**src/rtl/contador_pkg.sv**
```systemverilog
// Shared definitions for the parameterised counter.
// Operating-mode encodings used on MODO.
package contador_pkg;

  localparam logic [2:0] M_UP        = 3'b000;
  localparam logic [2:0] M_DOWN      = 3'b001;
  localparam logic [2:0] M_UP_STEP   = 3'b010;
  localparam logic [2:0] M_LOAD      = 3'b011;
  localparam logic [2:0] M_DOWN_STEP = 3'b100;

endpackage

```
**src/rtl/contador_paridad.sv**
```systemverilog
// Parity generator for the counter register.
// Even parity is XOR of all bits; odd parity is its complement.
module contador_paridad #(
  parameter int WIDTH   = 16,
  parameter int PAR_ODD = 0
) (
  input  logic [WIDTH-1:0] q,
  output logic             par
);

  always_comb begin
    par = ^q;
    if (PAR_ODD != 0)
      par = ~^q;
  end

endmodule

```
**src/rtl/contador_param.sv**
```systemverilog
// Up/down/step/load counter with registered carry flag.
// Carry and borrow both come from the extra top bit.
module contador_param
  import contador_pkg::*;
#(
  parameter int          WIDTH   = 16,
  parameter int unsigned STEP    = 3,
  parameter int          PAR_ODD = 0
) (
  input  logic             CLK,
  input  logic             RESET,
  input  logic             ENB,
  input  logic             CI,
  input  logic [2:0]       MODO,
  input  logic [WIDTH-1:0] D,
  output logic [WIDTH-1:0] Q,
  output logic             RCO,
  output logic             Paridad
);

  localparam logic [WIDTH:0] ONE   = (WIDTH+1)'(1);
  localparam logic [WIDTH:0] STEPW = (WIDTH+1)'(STEP);

  logic [WIDTH:0]   acc;
  logic [WIDTH-1:0] q_nxt;
  logic             rco_nxt;

  always_comb begin
    acc     = {1'b0, Q};
    q_nxt   = Q;
    rco_nxt = 1'b0;
    if (ENB) begin
      unique case (MODO)
        M_UP:        acc = {1'b0, Q} + ONE;
        M_DOWN:      acc = {1'b0, Q} - ONE;
        M_UP_STEP:   acc = {1'b0, Q} + STEPW;
        M_DOWN_STEP: acc = {1'b0, Q} - STEPW;
        default:     acc = {1'b0, Q};
      endcase
      unique case (MODO)
        M_UP, M_DOWN, M_UP_STEP, M_DOWN_STEP: begin
          if (CI) begin
            q_nxt   = acc[WIDTH-1:0];
            rco_nxt = acc[WIDTH];
          end
        end
        M_LOAD:  q_nxt = D;
        default: q_nxt = Q;
      endcase
    end
  end

  always_ff @(posedge CLK) begin
    if (RESET) begin
      Q   <= '0;
      RCO <= 1'b0;
    end else begin
      Q   <= q_nxt;
      RCO <= rco_nxt;
    end
  end

  contador_paridad #(
    .WIDTH   (WIDTH),
    .PAR_ODD (PAR_ODD)
  ) u_par (
    .q   (Q),
    .par (Paridad)
  );

endmodule

```
**config.mk**
```make
export PLATFORM = sky130hd
export DESIGN_NAME = contador_param
export DESIGN_NICKNAME = d
export VERILOG_FILES = /design/src/rtl/contador_pkg.sv /design/src/rtl/contador_paridad.sv /design/src/rtl/contador_param.sv
export SDC_FILE = /design/constraint.sdc
export NUM_CORES = 1
export LEC_CHECK = 0
export BUFFER_PORTS_ARGS = -buffer_cell sky130_fd_sc_hd__clkbuf_2
export CORE_AREA = 4 4 52 101
export CTS_CLUSTER_DIAMETER = 120
export DETAILED_ROUTE_END_ITERATION = 10
export DIE_AREA = 0 0 56 105
export GPL_TIMING_DRIVEN = 0
export HOLD_SLACK_MARGIN = 0.05
export PLACE_DENSITY = 0.72
export SYNTH_ARGS = -nofsm -noshare
export SYNTH_HDL_FRONTEND = slang
export SYNTH_SLANG_ARGS = --single-unit
export TNS_END_PERCENT = 100
```
**constraint.sdc**
```tcl
create_clock -name CLK -period 2.9 [get_ports CLK]
set_input_delay 0 -clock CLK [delete_from_list [all_inputs] [get_ports CLK]]
set_output_delay 0 -clock CLK [all_outputs]
set_load 0.005 [all_outputs]
```
---- Word level (Yosys, flattened, before mapping) ----
Index checks and enable logic that the tools add are counted.
word-level totals
  bits in read-only memories .............. 0
  bits in registers ....................... 17
  output and inout bits ................... 18
  RAM bits ................................ 0
  memories kept ........................... 0
  bits in latches ......................... 0
  input port bits ......................... 23
cells by class
  divide/modulo/power cells ............... 0
  shift-type cells ........................ 0
  reduce and logical (&&, ||, !) cells .... 6
  order comparisons ....................... 0
  $mul .................................... 0
  mux-type cells .......................... 3
  add/subtract/negate cells ............... 4
  bitwise gates (word level) .............. 3
  equal/unequal tests ..................... 6
operators with widths
  operator                 count
  $pmux W17 S4             1
  $pmux W16 S2             1
  $add A16 B1 Y17 const B  1
  $add A16 B2 Y17 const B  1
  $sub A16 B1 Y17 const B  1
  $sub A16 B2 Y17 const B  1
  $mux W16                 1
  $reduce_xor A16 Y1       1
  $reduce_or A4 Y1         2
  $eq A3 B2 Y1 const B     2
  $ne A5 B5 Y1 const B     1
  $reduce_and A4 Y1        1
  $eq A3 B1 Y1 const B     1
  $eq A3 B3 Y1 const B     1
  $logic_not A3 Y1         1
  $not A1 Y1               3
  $ne A2 B2 Y1 const B     1
  $reduce_bool A2 Y1       1

---- Longest topological paths before layout ----
  word-level depth ........................ 4
  gate-level depth with buffers ........... 12
  gate-level depth less buffers ........... 9

---- Hierarchy ----
From an unflattened synthesis, not the netlist that was laid out.
second synthesis, totals
  cells, all modules ...................... 265
  area total of the unflattened synthesis .. 1949.4 um^2
by module, submodules not included
  module            cells an instance  area an instance (um^2)  instances
  contador_param    250                1818.0                   1
  contador_paridad  15                 131.4                    1

---- Worst setup path after synthesis ----
No wires, ideal clock.
  kind .................................... input to register
  start point ............................. input MODO[1]
  end point ............................... register Q[10]
  library setup time ...................... 0.087 ns
  required time ........................... 2.813 ns
  slack ................................... 0.555 ns
  arrival ................................. 2.258 ns
  stages on the path ...................... 10
  cell sequence ........................... buf_2 > buf_1 > xor2_1 > nand2_1 > fa_1 > or3b_1 > or3_1 > o32ai_1 > or4b_2 > o31ai_1
on the way
  cells in the longest elaborated chain, start to end .. 4
  elaborated cells on any way between the ends .. 13
  those cells by class .................... 6 x eq/ne; 3 x mux; 4 x reduce/logical
ends and longest elaborated chain
  element                                                                    RTL line                                    source
  from (decl)                                                                contador_param.sv:14                        input logic [2:0] MODO,
  $eq A3 B1 Y1 (tied with other cells)                                       contador_param.sv:33, contador_param.sv:40
  $reduce_or A4 Y1 / $pmux W17 S4 (equally long branches)                    contador_param.sv:40, contador_param.sv:33
  $ne A5 B5 Y1 (no source line) (tied with other cells)                      n/a
  $reduce_and A4 Y1 (no source line) / $pmux W16 S2 (equally long branches)  n/a
  to (signal assigned)                                                       contador_param.sv:58                        Q <= q_nxt;
  to (decl)                                                                  contador_param.sv:16                        output logic [WIDTH-1:0] Q,
Several ways; a longest one is shown, not always the timed one. The select of a mux whose other input is x is not followed.
A chain may end at the register's enable or synchronous reset.

---- Worst setup path after layout ----
  start point ............................. input MODO[1]
  end point ............................... register Q[14]
Same word-level chain as after synthesis.

==> impl_metrics.json <==
{
  "status": "finished, final reports clean",
  "fp.dieH_um": 105,
  "drc": 0,
  "grt_use_total_pct": 22.4,
  "fin_area_um2": 2300,
  "grt_pass1_wl_um": 10600,
  "synthAdderAreaFrac_pct": 3.53,
  "holdPathEnd": "Q[4]$_SDFFE_PP0P_",
  "place_inst": 356,
  "synth_flop_cell": "dfxtp_1",
  "ff2ff_path_depth": 7,
  "gp_congestion": 1.00,
  "port_buffers": 40,
  "diodes": 0,
  "endpoint_kind": "flip-flop",
  "numCtsBuffers": 3,
  "cts_tree": "done",
  "io_pins": 41,
  "min_path_cells": 4,
  "yosys_register_bits": 17,
  "layout.cells.non_filler": 364,
  "critPathLaunchType": "primary input",
  "synthXorXnorAreaFrac_pct": 8.93,
  "netlist_area_um2": 1950,
  "critPathArrivalTime_ns": 2.92,
  "synth_area_leaders": "dfxtp_1 17%, xnor2_1 6.7%, a21oi_1 4.1%",
  "syn_area_per_cell_um2": 7.46,
  "synthesis.nets": 288,
  "synth-async-reset-ratio_pct": 0,
  "rrSetupSlack_ns": 0.43,
  "seqCellArea_um2": 340,
  "syn_to_final_growth_pct": 18.2,
  "via_count": 2305,
  "first_pass_iters": 5,
  "multiInputGateArea_um2": 1420,
  "fmax_ghz": 0.366,
  "skew_ns": 0.00528,
  "cp_max_fo": 10,
  "final_max_slew_viol_count": 0,
  "wl_per_cell_um": 18.0,
  "core_um2": 4550,
  "synth_cell_type_count": 69,
  "viasPerCell": 6.33,
  "critPathKind": "primary input to flip-flop",
  "antenna_found_initial": 0,
  "nets": 337,
  "synth_top_family_by_area": "compound AO/OA/AOI/OAI gates",
  "maxCapViolations": 0,
  "synth_top_area_cell": "dfxtp_1",
  "synth-compound-area-share_pct": 28.8,
  "synth_mux_area_share_pct": 3.34,
  "syn-instance-count": 261,
  "r2r-start": "Q[0]$_SDFFE_PP0P_",
  "overflow": 0,
  "cp.required_ns": 3.09,
  "clock_latency_ns": 0.26,
  "routed_wl_um": 6540,
  "num_rows": 35,
  "min_from": "D[4]",
  "reg2reg_to": "Q[10]$_SDFFE_PP0P_",
  "grt_pass1_vias": 2183,
  "cts_root_buf": "clkbuf_8",
  "drive_gt1_share_pct": 23.9,
  "rsz0062_at_grt": "false",
  "place_hpwl_um": 5150,
  "hold_viol": 0,
  "postCtsSetupRepairBufs": 0,
  "clkSinkCount": 17,
  "synth_edf_count": 0,
  "drt-initial-drc-count": 80,
  "relSlewSlack_pct": 60.5,
  "peakVddDrop_uv": 209,
  "period_share_pct": 94.2,
  "die_area_um2": 5880,
  "finalSetupViolCount": 0,
  "hp-class": "primary input to flip-flop",
  "synth-seq-area-share_pct": 17.5,
  "yosys.area.top_type_share_pct": 17.5,
  "p_leak_nw": 0.960,
  "period_needed_ns": 2.73,
  "synthSimpleGateAreaFrac_pct": 28.1,
  "cts_buffer_depth": 2,
  "fp.dieW_um": 56,
  "clk_pin_slew_ns": 0.08,
  "grt_start_max_net_pins": 11,
  "final_core_util_pct": 50.6,
  "nFillCells": 484,
  "start_util_pct": 42.8,
  "yosysWarnings": 0,
  "p_per_area_nw_per_um2": 383,
  "antenna_left": 0,
  "dpl_cell_area_um2": 2220,
  "htreeDepth": 1,
  "final.setup.tns_ns": 0,
  "worst_pin_slew_ns": 0.592
}
==> cell families (layout without fill, tap and decap cells) <==
kind of cell,after synthesis,count (layout)
compound gates,81,81
fa+ha+maj,5,5
mux,6,6
buf+inv,42,90
flops,17,17
simple gates,91,91
xor+xnor,19,19
==> layout make-up <==
| type | instances | area share [%] |
|---|---|---|
| clock buffers | 4 | 1.96 |
| repair buffers | 44 | 10.4 |
| plain buffers | 27 | 5.92 |
| well taps | 55 | 2.99 |
| flip-flops and latches | 17 | 14.8 |
| inverters | 15 | 2.44 |
| multi-input cells | 202 | 61.5 |
==> state kept, by name, summed over array words and instances, names as in the netlist <==
register and flops:
Q 16, RCO 1
==> synthesized netlist by cell type (2+ instances only) <==
master and n:
a211oi_1 4, a21o_1 4, a21oi_1 16, a221oi_1 2, a22oi_1 4, a31oi_1 8, and3_1 5, and3b_1 2
buf_1 2, buf_2 8, buf_4 2, buf_6 2, clkbuf_1 12, dfxtp_1 17, ha_1 3, inv_1 14
mux2i_1 5, nand2_1 13, nand3_1 10, nand4_1 5, nor2_1 15, nor2b_1 2, nor3_1 8, nor4_1 5
nor4_4 2, o2111ai_1 2, o211ai_1 3, o21ai_0 14, o22ai_1 3, o31ai_1 2, o32ai_1 2, or2_2 3
or3_1 5, or3b_1 4, or4_1 2, or4b_2 2, xnor2_1 15, xor2_1 3
==> metal layers <==
metal / vias to the layer above / track usage [%] / part of all wire (%)
met5: - / 0 / 0
met4: 0 / 16.1 / 7.4
met3: 43 / 2.22 / 6.7
met2: 120 / 39.7 / 51
met1: 1069 / 23.7 / 35
li1: 1073 / - / -
==> per-stage QoR <==
stage                     worst slack, ns  hold slack, ns  total power [mW]
after floorplan                     0.555           0.167             0.563
after global placement           -0.00593           0.272             0.684
after detailed placement           -0.104           0.291             0.689
after CTS                           0.177          0.0575             0.880
after global routing               0.0417          0.0918             0.932
final                               0.169          0.0545             0.883
==> worst max path at each step <==
stage / startpoint / cells past startpoint / to / slack [ns]
2_1_floorplan: MODO[1] / 10 / Q[10]$_SDFFE_PP0P_ / 0.56
3_3_place_gp: MODO[1] / 11 / Q[10]$_SDFFE_PP0P_ / -0.006
3_5_place_dp: MODO[1] / 11 / Q[10]$_SDFFE_PP0P_ / -0.10
4_1_cts: MODO[1] / 11 / Q[10]$_SDFFE_PP0P_ / 0.18
5_1_grt: MODO[1] / 12 / Q[14]$_SDFFE_PP0P_ / 0.04
6_report: MODO[1] / 12 / Q[14]$_SDFFE_PP0P_ / 0.17
==> cell usage in the layout (no fill, tap or decap), types with 3 or more instances in the layout <==
cell type	synthesis	routed
mux2i_1	5	5
dlygate4sd3_1	0	4
xnor2_1	15	15
nor3_1	8	8
nor4_1	5	5
inv_1	14	14
dfxtp_1	17	17
nor2_1	15	15
and3_1	5	5
clkbuf_8	0	3
clkbuf_1	12	13
a211oi_1	4	4
nand2_1	13	13
a21o_1	4	4
o22ai_1	3	3
o211ai_1	3	3
nand4_1	5	5
a21oi_1	16	16
xor2_1	3	3
or3b_1	4	4
clkbuf_2	1	42
buf_2	8	8
o21ai_0	14	14
a22oi_1	4	4
or3_1	5	5
nand3_1	10	10
ha_1	3	3
a31oi_1	8	8
or2_2	3	3
==> power breakdown <==
part           internal [mW]  switching [mW]  total [mW]
clock                 0.0979          0.0931       0.191
sequential             0.250          0.0164       0.266
combinational          0.184           0.242       0.426
==> timing repair <==
item                                    CTS  global route
endpoints found under the setup margin    0             1
hold buffers                              4             0
resized for setup                         0             1
endpoints found under the hold margin     4             0
==> critical path, stage by stage <==
cell      delay, ns
clkbuf_2       0.10
buf_2          0.23
clkinv_1       0.29
nand2_1        0.40
inv_1          0.25
ha_1           0.33
buf_1          0.27
nand2_1        0.11
or2_2          0.31
o32ai_2        0.18
mux2_4         0.34
a21oi_2        0.12
Power figures use the tool's default switching activity.
